==> src/rtl/fetch_pc.sv <==
// rtl/fetch_pc.sv - instruction fetch PC register and IF/ID pipeline register
// Handles reset, exception entry, eret return, stall, jump and sequential fetch.
module fetch_pc (
   input  logic        clk,
   input  logic        reset,
   input  logic [31:0] next_pc,
   input  logic        if_jump,
   input  logic        stall,
   input  logic        exc_req,
   input  logic        eret_req,
   input  logic [31:0] epc,
   output logic [31:0] imem_addr,
   input  logic [31:0] imem_rdata,
   output logic [31:0] d_instr,
   output logic [31:0] d_pc,
   output logic [31:0] d_pc_4,
   output logic        d_bd,
   output logic        d_exc_valid,
   output logic [4:0]  d_exccode
);

   localparam logic [31:0] RESET_PC = 32'h0000_3000;
   localparam logic [31:0] EXC_PC   = 32'h0000_4180;
   localparam logic [31:0] IMEM_LO  = 32'h0000_3000;
   localparam logic [31:0] IMEM_HI  = 32'h0000_4FFC;
   localparam logic [4:0]  ADEL     = 5'd4;

   logic [31:0] pc_q, pc_d;
   logic [31:0] instr_q, instr_d;
   logic [31:0] dpc_q, dpc_d;
   logic [31:0] dpc4_q, dpc4_d;
   logic        bd_q, bd_d;
   logic        excv_q, excv_d;
   logic [4:0]  code_q, code_d;
   logic [31:0] pc_plus4;
   logic        fetch_err;

   assign pc_plus4  = pc_q + 32'd4;
   assign fetch_err = (pc_q[1:0] != 2'b00) || (pc_q < IMEM_LO) || (pc_q > IMEM_HI);

   always_comb begin
      pc_d    = pc_q;
      instr_d = instr_q;
      dpc_d   = dpc_q;
      dpc4_d  = dpc4_q;
      bd_d    = bd_q;
      excv_d  = excv_q;
      code_d  = code_q;
      if (exc_req || eret_req) begin
         // Both redirects discard the instruction in fetch, so no delay slot survives.
         pc_d    = exc_req ? EXC_PC : epc;
         instr_d = 32'd0;
         dpc_d   = 32'd0;
         dpc4_d  = 32'd0;
         bd_d    = 1'b0;
         excv_d  = 1'b0;
         code_d  = 5'd0;
      end else if (!stall) begin
         pc_d    = if_jump ? next_pc : pc_plus4;
         instr_d = fetch_err ? 32'd0 : imem_rdata;
         dpc_d   = pc_q;
         dpc4_d  = pc_plus4;
         bd_d    = if_jump;
         excv_d  = fetch_err;
         code_d  = fetch_err ? ADEL : 5'd0;
      end
   end

   always_ff @(posedge clk) begin
      if (reset) begin
         pc_q    <= RESET_PC;
         instr_q <= 32'd0;
         dpc_q   <= 32'd0;
         dpc4_q  <= 32'd0;
         bd_q    <= 1'b0;
         excv_q  <= 1'b0;
         code_q  <= 5'd0;
      end else begin
         pc_q    <= pc_d;
         instr_q <= instr_d;
         dpc_q   <= dpc_d;
         dpc4_q  <= dpc4_d;
         bd_q    <= bd_d;
         excv_q  <= excv_d;
         code_q  <= code_d;
      end
   end

   assign imem_addr   = pc_q;
   assign d_instr     = instr_q;
   assign d_pc        = dpc_q;
   assign d_pc_4      = dpc4_q;
   assign d_bd        = bd_q;
   assign d_exc_valid = excv_q;
   assign d_exccode   = code_q;

endmodule

==> config.mk <==
export PLATFORM = sky130hd
export DESIGN_NAME = fetch_pc
export DESIGN_NICKNAME = d
export VERILOG_FILES = /design/src/rtl/fetch_pc.sv
export SDC_FILE = /design/constraint.sdc
export NUM_CORES = 1
export LEC_CHECK = 0
export CAP_MARGIN = 0
export CORE_ASPECT_RATIO = 1.75
export CORE_UTILIZATION = 44
export CTS_CLUSTER_SIZE = 8
export DETAILED_ROUTE_END_ITERATION = 12
export PLACE_DENSITY = 0.77
export SLEW_MARGIN = 10
export SYNTH_ARGS = -nofsm -noshare
export SYNTH_HDL_FRONTEND = slang
export SYNTH_SLANG_ARGS = --single-unit
==> constraint.sdc <==
create_clock -name clk -period 2.1 [get_ports clk]
set_input_delay 0.21 -clock clk [delete_from_list [all_inputs] [get_ports clk]]
set_output_delay 0.21 -clock clk [all_outputs]
set_load 0.005 [all_outputs]
==> metrics.txt <==
cts hold-fix bufs 0; non-filler instance count after layout 1,127; final WL 21.2 mm; Die Span X 90.5 microns; post-CTS sizing 0; largest family of logic cells by synthesized area simple AND/OR/NAND/NOR gates; H-tree levels 4; Adder-Cell Fraction of Synth Area 0.208%; Worst setup SP type flop; CTS Buffer Depth 2; DR vias/cell 5.57; layout cells sized above 1 10.5%; synthesized-area fraction occupied by ao, oa, aoi and oai cells 19.7%; post-synthesis simple-gate area fraction 19.8%; Yosys warning count 0; async set or reset register ratio after synthesis 0%; RSZ-0062 raised after global routing no; number of global-route vias before repair 6,112; Final min period 1.93 ns; Seq/Total Area, Yosys 42.5%; MaxCap Viol Count 0; NumNets Final 1,042; DR DRC count 0; Top FF cell, synth dfxtp_1; power density cells 671 nW/um^2; I/O Pins 237; GRT Util Overall 30.1%; Final ANT Viol Nets 0; post-synthesis mux area share 6.97%; max-slew violations 0; WL/cell 18.8 microns; Post-CTS Setup Repair Bufs 0; FMAX 0.517 GHz; initial antenna violation count 1; filler cell count 1,091; Die ar. 14,200 sq um; routed via count 6,274; final setup fails 0; Setup Total Neg Slack 0 ns; Initial Util 45.0%; Skew-Pair Late Insertion Delay 0.43 ns; Netlist cell types 54; Die Ht 157 microns; # rows 56; CTS Buf Count 17; Arr. time, crit path 2.23 ns; clock skew 0.0105 ns; crit path kind reg2reg; Synth Instances 708; CP Max Fanout 9; CTS clk-pin slew, worst paths 0.06 ns; initial DRC count 449; worst slew pin tran 0.559 ns; peak supply drop 599 uV; post-synthesis cell area 6030 sq um; Clock Sinks 128; grt ovf 0; Port Buf Inserts 232; Req. time, crit path 2.40 ns; first-pass GRT wire length 32.9 mm; Min-Delay Path Class in2reg; Setup crit end kind flop; Placed Cells 1,094; post-synthesis xor/xnor area fraction 3.05%; post-detail-place hpwl 15.5 mm; relative slew slack 62.6%; Core Region 13,400 sq um; Hold Violations, Final 0; P_leak 3.36 nW; Area Overhead vs Synth 52.1%; 1st-pass router iterations 5; Seq cells post-synth 128; CTS tree yes; RePlAce Congestion 0.904; Synth Area per Inst 8.51 sq um; Post-synth EDFFs 0; status completed; Final period util 92.1%; clk root buf clkbuf_16; largest net degree at the start of global routing 45
==> critical path, stage by stage, from the launching register on <==
cell and delay [ns]:
dfxtp_1 0.43, nand4_4 0.22, or4_4 0.65, o21a_1 0.22, o21ai_0 0.18, a21oi_1 0.09
==> metrics by stage <==
stage | utilization, % | worst slack, ns | instance area (sq um) | power, mW | hold slack [ns]
6_report | 68.5 | 0.166 | 9170 | 6.15 | 0.113
5_1_grt | 68.5 | 0.0412 | 9170 | 6.37 | 0.118
4_1_cts | 68.5 | 0.174 | 9160 | 6.18 | 0.0992
3_5_place_dp | 64.3 | 0.187 | 8610 | 3.41 | 0.472
3_3_place_gp | 64.3 | 0.226 | 8610 | 3.41 | 0.454
2_1_floorplan | - | 0.163 | 6040 | 2.97 | 0.350
==> layout by cell type, fill, tap and decap left out, drive strengths merged, types with 14 or more instances in the layout <==
master         Yosys  layout
buf               34      54
nand2             25      25
o21ai             41      41
xor2              14      14
mux2i             42      42
nor2             126     126
a21oi             47      47
nor3              23      23
a22oi             42      42
clkdlybuf4s50      0     231
nand3             14      14
dfxtp            128     128
clkbuf            41      19
==> registers in the layout (all words and copies together), names as in the netlist <==
register / count
d_bd: 1
d_pc: 32
d_instr: 32
d_exccode: 1
imem_addr: 32
d_pc_4: 30
==> per-layer routing <==
layer	vias to the layer above	GRT usage, %	wire, microns
li1	2984	-	-
met1	2945	32.8	7990
met2	282	52.8	11000
met3	63	7.39	1190
met4	0	17.4	982
met5	-	0	0
==> layout make-up <==
cell class	count	area, sq um	area share (%)
diodes	1	2.50	0.0273
clock buffers	19	453	4.94
clock inverters	13	101	1.11
inverters	9	33.8	0.369
multi-input cells	498	3030	33.0
flip-flops and latches	128	2560	28.0
well taps	174	218	2.38
repair buffers	285	2770	30.2
==> synth_stat cells, drive strengths merged, types with 10 or more instances <==
library cell | n | area share, %
nand2 | 25 | 1.6
o21ai | 41 | 3.4
xor2 | 14 | 2.0
a22oi | 42 | 5.2
buf | 34 | 4.3
o22ai | 10 | 1.0
nand4 | 13 | 1.8
nor4 | 13 | 1.3
a211oi | 11 | 1.5
nand3 | 14 | 1.2
nor3 | 23 | 2.4
mux2i | 42 | 7.0
clkbuf | 41 | 2.6
nor2 | 126 | 7.8
dfxtp | 128 | 43
a21oi | 47 | 3.9
==> path summary, 6_finish.rpt <==
kind	endpoint	from	slack [ns]	cells after the start
hold reg to reg	d_pc[28]$_SDFFE_PP0N_	d_pc[28]$_SDFFE_PP0N_	0.48	2
setup reg to reg	d_pc_4[24]$_SDFFE_PP0N_	imem_addr[6]$_SDFFE_PP0P_	0.17	5
hold / removal	d_pc_4[31]$_SDFFE_PP0N_	stall	0.11	2
setup / recovery	d_pc_4[24]$_SDFFE_PP0N_	imem_addr[6]$_SDFFE_PP0P_	0.17	5
==> kinds of logic after synthesis <==
family | count (synthesis)
compound gates | 186
buf+inv | 85
mux | 42
xor+xnor | 21
simple gates | 244
fa+ha+maj | 1
other cells | 1
flops | 128
==> power breakdown <==
part	internal, mW	switching (mW)
clock network	1.59	1.19
logic	0.445	0.385
registers	2.48	0.0622
(Power assumes the default switching activity.)
==> variant 1 (same settings) <==
Take the reset off `instr_q` and load it in a clocked block of its own.
--- a/src/rtl/fetch_pc.sv
+++ b/src/rtl/fetch_pc.sv
@@ -71,3 +71,2 @@
          pc_q    <= RESET_PC;
-         instr_q <= 32'd0;
          dpc_q   <= 32'd0;
@@ -79,3 +78,2 @@
          pc_q    <= pc_d;
-         instr_q <= instr_d;
          dpc_q   <= dpc_d;
@@ -86,2 +84,6 @@
       end
+   end
+
+   always_ff @(posedge clk) begin
+      instr_q <= instr_d;
    end
Check against the original RTL: differs if reset is asserted again (counterexample within 4 cycles, from zero or initial values and one cycle with reset high); with reset held inactive, the same outputs for 4 cycles.
==> variant 1 against the unedited design <==
Via count rose by 1.0%. Fmax fell by 3.2%. Total power rose by 1.7%. Wire length rose by 8.3%. Design area rose by 1.2%. Highest routed layer unchanged. Worst hold slack improved by 0.094 ns. Cell count fell by 1.2%. Sequential cell count did not move. Clock skew fell by 0.0014 ns. Count of clock-buffer cells in the layout fell by 1. Sequential power barely moved. Worst setup slack got worse by 0.064 ns. Critical endpoint is now imem_addr[20]$_SDFFE_PP0P_. Area after synthesis fell by 0.64%.
==> variant 1: results (changes against the unedited design) <==
Global route
  • Pin count of the biggest net entering global routing: 39 (-13%)
  • Overflow after GRT: 0 (unchanged)
  • Vias in the first global route: 6,553 (+7.2%)
  • First-pass GRT wire length: 35.05 mm (+6.6%)
  • Initial antenna violation count: 0 (-1)
  • GRT Util Overall: 32.31% (+2.2 points)

Logic synthesis
  • Register area share after synthesis: 42.78% (+0.28 points)
  • Area contributors post-synth: dfxtp_1 (43%), mux2i_1 (6.5%), nor2_1 (5.0%)
  • FFs w/ async S/R, synth: 0% (unchanged)
  • Cell variety after synth: 61 (+13%)
  • Most frequent cells after synthesis: dfxtp_1 (128), nor2_1 (80), mux2i_1 (39)
  • Syn Inst Count: 672 (-5.1%)

Placed design
  • Routability-driven placement congestion ratio: 0.9386 (+3.9%)
  • Placed cells: 1,082 (-1.1%)
  • I/O Buffers: 232 (unchanged)
  • Post-DP HPWL: 16.99 mm (+9.7%)

Setup path
  • Worst Path Arrival: 2.29 ns (+0.06 ns)
  • Max incr delay on CP: 0.60 ns (-0.05 ns)
  • CP top delay family: simple AND/OR/NAND/NOR gates
  • Biggest fanout along the worst timing path: 4 (-5)

Run status
  • Status: finished, final reports clean

Route
  • Avg WL per Cell: 20.61 µm (+9.6%)
  • TritonRoute pass-1 iters: 4 (-1)
  • DR vias/cell: 5.690 (+2.2%)
  • DRC: 0 (unchanged)
  • Starting DRC count in detailed routing: 354 (-21%)
  • Final WL: 22.96 mm (+8.3%)

Timing
  • Clk_skew: 0.009129 ns (-0.001359 ns)
  • Worst relative slew slack: 60.16% (-2.5 points)

Final layout
  • Filler instances: 1,059 (-2.9%)
  • Nets: 1,030 (-1.2%)
  • Number of diodes: 0 (-1)
  • Layout cell share with drive strength beyond 1: 13.72% (+3.2 points)

Clock tree
  • Clock buffer depth: 2 (unchanged)
  • Worst-path clk slew: 0.06 ns (about the same)

Power and ir drop
  • Max VDD drop: 0.0006235 V (+4.1%)
  • LEAKAGE: 3.526 nW (+5.1%)
-- variant 1: per-stage QoR --
stage	instance area, µm²	setup slack (ns)	power (mW)
floorplan	6001	0.1066	2.981
global placement	8702	0.04166	3.462
detailed placement	8702	0.03890	3.469
CTS	9266	0.08012	6.269
global route	9275	0.002621	6.448
finish	9275	0.1017	6.260
-- variant 1: path summary, 6_finish.rpt --
path | from | endpoint | slack (ns) | cells after the start
worst max-delay path | imem_addr[2]$_SDFFE_PP0P_ | imem_addr[20]$_SDFFE_PP0P_ | 0.10 | 6
worst min-delay path | stall | d_pc_4[22]$_SDFFE_PP0N_ | 0.21 | 3
worst max register to register | imem_addr[2]$_SDFFE_PP0P_ | imem_addr[20]$_SDFFE_PP0P_ | 0.10 | 6
worst min register to register | d_pc_4[7]$_SDFFE_PP0N_ | d_pc_4[7]$_SDFFE_PP0N_ | 0.47 | 2
-- variant 1: area by class of cell --
type / count / area, µm² / area share (%)
timing repair buffer: 304 / 2910 / 31.38
tap: 174 / 217.7 / 2.347
multi-input combinational: 461 / 2969 / 32.01
inverter: 15 / 56.30 / 0.6070
sequential: 128 / 2562 / 27.63
clock buffer: 18 / 439.2 / 4.735
clock inverter: 14 / 120.1 / 1.295
-- variant 1: where the power goes --
part / total [mW] / switching, mW / leakage (nW) / internal, mW
logic: 0.893 / 0.420 / 2.21 / 0.473
clock network: 2.83 / 1.25 / 0.274 / 1.58
registers: 2.54 / 0.0576 / 1.04 / 2.48
total: 6.26 / 1.73 / 3.53 / 4.53
-- variant 1: kinds of logic (layout without fill, tap and decap cells) --
group / after synthesis / count (layout) / synth area share [%]
xor gates and xnor gates: 24 / 24 / 3.509
muxes: 39 / 39 / 6.518
and+or+nand+nor: 212 / 212 / 17.78
DFF: 128 / 128 / 42.78
buffers and inverters: 86 / 351 / 8.419
other: 1 / 4 / 0.06261
AOI/OAI and AO/OA: 181 / 181 / 20.72
adders and majority gates: 1 / 1 / 0.2089
-- variant 1: worst min-delay path, cell delays in order --
cell and delay [ns]:
buf_4 0.21, nand2_1 0.09, a21oi_1 0.05
-- variant 1: what timing repair did --
item                       CTS  global route
gates resized for setup      1             3
cloned                       0             0
setup endpoints to repair    1             4
-- variant 1: routing by layer --
metal	track usage [%]	part of all wire (%)	up-vias
met5	0	0	-
met4	17.74	4.1	0
met3	5.345	6.1	64
met2	61.76	54	320
met1	33.01	35	3025
li1	-	-	2930
==> variant 2 (same settings) <==
Made on the original files. Make the reset (`reset`) asynchronous in one clocked block.
--- a/src/rtl/fetch_pc.sv
+++ b/src/rtl/fetch_pc.sv
@@ -68,3 +68,3 @@
 
-   always_ff @(posedge clk) begin
+   always_ff @(posedge clk or posedge reset) begin
       if (reset) begin
Function: differs if reset is asserted again (counterexample within 4 cycles, from zero or initial values and one cycle with reset high); with reset held inactive, the same outputs for 10 cycles.
==> variant 2 against the unedited design <==
Total power grew 12%. Wire length grew 16%. Area after synthesis grew 10%. Design area grew 11%. Worst setup slack lost 0.10 ns. Sequential cell count is the same. Clock power grew 11%.
==> variant 2: results (changes against the unedited design) <==
Run status
  • Status: finished, final reports clean

Timing
  • Clk_skew: 0.007868 ns (-0.002619 ns)
  • Worst relative slew slack: 53.76% (-8.9 points)
  • Crit path time final: 2.035 ns (+0.1005 ns)

Route
  • DR vias/cell: 6.146 (+10%)
  • Final WL: 24.61 mm (+16%)
  • Starting DRC count in detailed routing: 541 (+20%)
  • DR vias: 6,847 (+9.1%)

Global route
  • First-pass GRT wire length: 37.89 mm (+15%)
  • Initial antenna violation count: 0 (-1)
  • GRT Util Overall: 32.19% (+2.0 points)
  • Pin count of the biggest net entering global routing: 51 (+13%)

Logic synthesis
  • FFs w/ async S/R, synth: 100.0% (+100 points)
  • Area contributors post-synth: dfrtp_1 (47%), a22o_1 (6.4%), nand2_1 (3.8%)
  • Avg Cell Area, Syn: 10.20 µm² (+20%)
  • Most frequent cells after synthesis: dfrtp_1 (126), nand2_1 (67), a22o_1 (49)
  • Register area share after synthesis: 48.15% (+5.6 points)

Power and ir drop
  • Max VDD drop: 0.0005474 V (-8.6%)
  • P_clk: 3.09 mW (+11%)
  • Clock power share: 45.1% (about the same)
  • LEAKAGE: 4.303 nW (+28%)

Setup path
  • Max incr delay on CP: 0.69 ns (+0.04 ns)
  • Biggest fanout along the worst timing path: 4 (-5)
  • Launch point of the worst reg-to-reg path: imem_addr[2]$_DFFE_PP0P_
  • Worst Path Arrival: 2.31 ns (+0.08 ns)
  • R2r setup slk: 0.07 ns (-0.10 ns)
  • R2r endpoint: imem_addr[23]$_DFFE_PP0P_
  • CP max-delay cell: or4_1

Placed design
  • Post-Place Worst Slack: -0.3641 ns (-0.5507 ns)
  • Post-DP HPWL: 18.05 mm (+17%)

Final layout
  • Layout cell share with drive strength beyond 1: 15.25% (+4.7 points)
  • Nets: 1,021 (-2.0%)

Hold path
  • Hold crit path type: in2async
## variant 2: cell type report
type	count	area [µm²]
Clock buffer	20	456.7
Sequential cell	128	3206
Fill cell	1166	4652
Clock inverter	12	157.7
Inverter	18	71.32
Multi-Input combinational cell	437	3013
Tap cell	183	229.0
Timing Repair Buffer	316	3053
## variant 2: cell families (layout without fill, tap and decap cells)
logic type	Yosys count	count (layout)	synth area share [%]
and+or+nand+nor	200	200	17.59
buffers and inverters	91	366	7.386
adders and majority gates	1	1	0.1879
xor gates and xnor gates	13	13	1.710
DFF	128	128	48.15
other	1	4	0.05633
AOI/OAI and AO/OA	219	219	24.92
## variant 2: per-stage QoR
step	utilization (%)	hold slack, ns	area, µm²
4_1_cts	68.40	0.1678	10150
3_3_place_gp	64.26	0.4575	9534
2_1_floorplan	-	0.3427	6673
5_1_grt	68.65	0.1765	10190
6_report	68.65	0.1649	10190
3_5_place_dp	64.26	0.4592	9534
## variant 2: worst max-delay path by stage
stage	cells after the start	startpoint	end
global placement	5	eret_req	imem_addr[26]$_DFFE_PP0P_
finish	5	imem_addr[2]$_DFFE_PP0P_	imem_addr[23]$_DFFE_PP0P_
global route	5	imem_addr[2]$_DFFE_PP0P_	d_pc_4[23]$_DFFE_PP0P_
floorplan	5	imem_addr[2]$_DFFE_PP0P_	imem_addr[26]$_DFFE_PP0P_
detailed placement	5	eret_req	imem_addr[19]$_DFFE_PP0P_
CTS	5	eret_req	imem_addr[19]$_DFFE_PP0P_
## variant 2: repair_timing
action | CTS | global route
cloned | 0 | 0
gates resized for setup | 1 | 4
setup buffers | 0 | 3
endpoints found under the setup margin | 1 | 10
## variant 2: metal layers
metal	up-vias	part of all wire, %	track usage [%]
met3	76	7.4	6.354
met2	368	53	57.42
met4	0	3.9	14.88
met5	-	0	0
met1	3367	36	36.17
li1	3036	-	-
